`config.mk`:
```
export PLATFORM = sky130hd
export DESIGN_NAME = inst_fetch_unit
export DESIGN_NICKNAME = d
export VERILOG_FILES = /design/src/rtl/inst_fetch_unit.sv
export SDC_FILE = /design/constraint.sdc
export NUM_CORES = 1
export LEC_CHECK = 0
export ABC_AREA = 1
export CAP_MARGIN = 25
export CORE_AREA = 4 4 123 125
export CTS_BUF_LIST = sky130_fd_sc_hd__clkbuf_4 sky130_fd_sc_hd__clkbuf_8
export DETAILED_ROUTE_END_ITERATION = 12
export DIE_AREA = 0 0 127 129
export PLACE_DENSITY = 0.82
export SYNTH_ARGS = -nofsm -noshare
export SYNTH_HDL_FRONTEND = slang
export SYNTH_SLANG_ARGS = --single-unit
```
`constraint.sdc`:
```
create_clock -name clk -period 5 [get_ports clk]
set_clock_uncertainty 0.05 [all_clocks]
set_input_delay 1 -clock clk [delete_from_list [all_inputs] [get_ports clk]]
set_output_delay 1 -clock clk [all_outputs]
set_load 0.02 [all_outputs]
```
`src/rtl/inst_fetch_unit.sv`:
```
// inst_fetch_unit: instruction fetch front end.
// Drives the instruction ROM from the PC and queues {pc, inst} pairs for decode.
//
// Ports:
//   clk           system clock, all state updates on the rising edge
//   rst           synchronous reset, active-low
//   ce            ROM chip enable
//   addr          ROM byte address (the PC register)
//   inst          ROM data, valid in the same cycle as ce/addr
//   stall         pipeline stall, freezes fetch
//   branch_flag   single-cycle redirect request
//   branch_target redirect byte address
//   addr_misalign registered pulse: redirect target was not word aligned
//   id_valid      FIFO head valid toward decode
//   id_pc         PC of the head entry (0 when empty)
//   id_inst       instruction of the head entry (0 when empty)
//   id_ready      decode accepts the head this cycle
module inst_fetch_unit #(
   parameter logic [31:0] RESET_PC = 32'h0000_0000,
   parameter int          DEPTH    = 2,
   parameter logic [31:0] PC_STEP  = 32'd4
) (
   input  logic        clk,
   input  logic        rst,
   output logic        ce,
   output logic [31:0] addr,
   input  logic [31:0] inst,
   input  logic        stall,
   input  logic        branch_flag,
   input  logic [31:0] branch_target,
   output logic        addr_misalign,
   output logic        id_valid,
   output logic [31:0] id_pc,
   output logic [31:0] id_inst,
   input  logic        id_ready
);

   localparam int PW = (DEPTH > 1) ? $clog2(DEPTH) : 1;
   localparam int CW = $clog2(DEPTH + 1);
   localparam logic [CW-1:0] FULL = CW'(DEPTH);

   typedef enum logic [1:0] {
      IDLE,
      FETCH,
      HOLD
   } state_t;

   state_t state;
   state_t state_nxt;

   logic [31:0]   pc;
   logic [31:0]   mem_pc   [DEPTH];
   logic [31:0]   mem_inst [DEPTH];
   logic [PW-1:0] wr_ptr;
   logic [PW-1:0] rd_ptr;
   logic [CW-1:0] count;

   logic deq;
   logic enq;
   logic br;
   logic can_acc;

   assign addr     = pc;
   assign id_valid = (count != '0);
   assign id_pc    = id_valid ? mem_pc[rd_ptr]   : 32'h0;
   assign id_inst  = id_valid ? mem_inst[rd_ptr] : 32'h0;

   always_comb begin
      state_nxt = state;
      deq       = id_valid & id_ready;
      can_acc   = (count < FULL) | deq;
      // rst gating keeps the ROM disabled while reset is held
      ce        = rst & (state == FETCH) & ~stall & can_acc;
      br        = branch_flag & (state != IDLE);
      // the word read in a redirect cycle belongs to the old path
      enq       = ce & ~branch_flag;
      unique case (state)
         IDLE:    state_nxt = FETCH;
         FETCH:   if (stall) state_nxt = HOLD;
         HOLD:    if (!stall) state_nxt = FETCH;
         default: state_nxt = IDLE;
      endcase
   end

   always_ff @(posedge clk) begin
      if (!rst) begin
         state         <= IDLE;
         pc            <= RESET_PC;
         wr_ptr        <= '0;
         rd_ptr        <= '0;
         count         <= '0;
         addr_misalign <= 1'b0;
      end else begin
         state         <= state_nxt;
         addr_misalign <= br & (|branch_target[1:0]);
         if (br) begin
            pc     <= {branch_target[31:2], 2'b00};
            wr_ptr <= '0;
            rd_ptr <= '0;
            count  <= '0;
         end else begin
            if (enq) begin
               pc     <= pc + PC_STEP;
               wr_ptr <= wr_ptr + PW'(1);
            end
            if (deq) begin
               rd_ptr <= rd_ptr + PW'(1);
            end
            unique case ({enq, deq})
               2'b10:   count <= count + CW'(1);
               2'b01:   count <= count - CW'(1);
               default: ;
            endcase
         end
      end
   end

   // payload storage needs no reset: reads are masked by id_valid
   always_ff @(posedge clk) begin
      if (enq) begin
         mem_pc[wr_ptr]   <= pc;
         mem_inst[wr_ptr] <= inst;
      end
   end

endmodule

```
==> results_dict.tcl <==
set metrics [dict create \
    ys_seq_elements 162 \
    worstSetupStartpoint "count[1]" \
    die_w_um 127 \
    period_needed_ns 3.75 \
    slew-limit-headroom_pct 39.9 \
    clock_latency_ns 0.44 \
    hold_viol 0 \
    rows 43 \
    ir_worst_vdd_v 0.000156 \
    cts_tree "built" \
    synth.distinct_cells 37 \
    totalWireLength_um 17000 \
    min_to "mem_pc[1][2]" \
    die_h_um 129 \
    firstDrtPassIters 5 \
    place.gp.congestion 0.904 \
    dpl_cell_area_mm2 0.00896 \
    cts_root_buf "clkbuf_8" \
    final_area_mm2 0.00942 \
    ys_seq_area_share_pct 62.4 \
    antenna_found_initial 0 \
    rr_worst_depth 8 \
    post_cts_resized 0 \
    vias_per_cell 5.21 \
    rr_endpoint "addr[24]" \
    worst_slew_pin_slew_ns 0.900 \
    grt-ovfl-total 0 \
    drive_gt1_share_pct 8.48 \
    postRouteAntennaNets 0 \
    grt_pass1_wl_um 27200 \
    final_cell_mix "nand2_1 (255), clkdlybuf4s50_1 (163), edfxtp_1 (124), a21oi_1 (83), nor2_1 (69)" \
    drt_iter0_drc 370 \
    min_from "addr[2]" \
    port_buffers 163 \
    clock-sinks 162 \
    cp.arrival_ns 2.70 \
    max_cap_viol_count 0 \
    final.setup.worst_slack_ns 1.25 \
    hold_depth 0 \
    dp_hpwl_um 11400 \
    power_uw 2840 \
    critical_path_class "reg -> out" \
    yosysWarnings 0 \
    fin_setup_tns_ns 0 \
    rsz0062_at_grt "false" \
    htreeDepth 4 \
    coreArea_mm2 0.0139 \
    cp-end-kind "output port" \
    num_vias 5792 \
    syn2layout_area_growth_pct 31.1 \
    fin_crit_sh_pct 74.9 \
    syn_area_per_cell_um2 9.41 \
    setup_viol 0 \
    hold_ws_ns 0.482 \
    status "complete, no violations" \
    slew_viol_final 0 \
    grtUsageTotal_pct 21.1 \
    crit_path_max_fanout 37 \
    route.detailed.drc 0 \
    clockBufferDepth 2 \
    postCtsSetupBuffers 0 \
    rr_startpoint "state[1]" \
    grt_max_degree 63 \
    cts_hold_buf 0 \
    post_drt_wl_per_cell_um 15.3 \
    synthCells 764 \
    hold_path.class "reg -> reg" \
    mostFrequentLayoutCell "nand2_1" \
    fin_nets 990 \
    power_density_mw_per_mm2 302 \
    num_antenna_cells 0 \
    initial_core_util_pct 51.8 \
    dpl_worst_slack_ns 1.38 \
    dieArea_mm2 0.0164 \
    p_leak_uw 0.00327 \
    io-pin-count 168 \
    numCtsBuffers 17 \
    netlist_area_mm2 0.00719 \
    path_clk_slew_ns 0.08 \
    fill_cells 1064 \
    grt_pass1_vias 5551 \
    ff2ff_setup_slack_ns 2.68 \
    start_kind "flop" \
    fmax_mhz 267 \
    cp.required_ns 3.95 \
]
## worst max path at each step
stage | depth (start not counted) | to
2_1_floorplan | 5 | mem_inst[0][0]
5_1_grt | 4 | id_inst[19]
3_5_place_dp | 7 | ce
4_1_cts | 4 | id_inst[27]
6_report | 4 | id_inst[11]
3_3_place_gp | 7 | ce
## state kept, by name, indices dropped and copies added (netlist names), named ones only
register / flops
addr_misalign: 1
count: 2
state: 2
mem_inst: 64
mem_pc: 60
wr_ptr: 1
rd_ptr: 1
addr: 30
## through the flow
step                util, %  cells
floorplan                 -    767
global placement       64.4   1079
detailed placement     64.6   1080
CTS                    67.9   1112
global route           67.9   1112
finish                 67.9   1112
## layout make-up
cell class | instances | area, um^2 | share of cell area, %
flip-flops and latches | 162 | 4490 | 47.6
multi-input cells | 527 | 2380 | 25.3
repair buffers | 171 | 1720 | 18.2
clock buffers | 24 | 312 | 3.31
well taps | 180 | 225 | 2.39
inverters | 40 | 153 | 1.62
clock inverters | 8 | 150 | 1.59
## per-layer routing
layer / part of all wire (%) / up-vias / GRT usage (%) / wire length (um)
li1: - / 2859 / - / -
met1: 43 / 2677 / 27.7 / 7260
met2: 49 / 230 / 35.0 / 8300
met3: 6.9 / 26 / 4.73 / 1170
met4: 1.6 / 0 / 7.38 / 274
met5: 0 / - / 0 / 0
## power breakdown
| part | switching [uW] | internal, uW |
|---|---|---|
| Sequential | 35.7 | 1470 |
| Combinational | 149 | 128 |
| Clock | 444 | 614 |
## cells in the mapped netlist
cell type	n	area [um^2]
o211ai_1	3	22.5
inv_4	1	6.26
clkbuf_1	19	71.3
o21ai_1	1	5.00
nand3_4	1	17.5
inv_2	3	11.3
o21ai_0	12	60.1
nor2_2	17	106
o2111ai_1	1	8.76
and2_1	1	6.26
clkinv_1	1	3.75
a311oi_1	1	8.76
buf_4	6	45.0
nor2_1	72	270
a21oi_1	83	415
nand2_2	1	6.26
nor2_4	3	33.8
nand2_4	2	22.5
nor3_1	6	30.0
nand3_1	50	250
a211oi_1	1	7.51
conb_1	1	3.75
a211oi_2	1	12.5
edfxtp_1	124	3720
nand2_1	255	957
buf_6	4	45.0
buf_2	5	25.0
buf_1	4	15.0
a21oi_2	3	26.3
o21a_1	1	7.51
inv_1	35	131
o31ai_2	1	12.5
a31oi_1	2	12.5
or2_2	2	12.5
nor3b_1	1	7.51
ha_1	2	25.0
dfxtp_1	38	761
## worst max-delay path: stages (launching register included)
cell             delay [ns]
dfxtp_1                0.39
nor2_4                 0.73
buf_4                  0.45
a21oi_1                0.10
clkdlybuf4s50_1        0.56
## logic make-up after synthesis
group | after synthesis | share of synthesized area [%]
flops | 162 | 62.4
fa+ha+maj | 2 | 0.348
other cells | 1 | 0.0522
buf+inv | 78 | 4.93
simple gates | 411 | 23.9
compound gates | 110 | 8.34
Note: power is estimated with default switching activity, not from simulation.
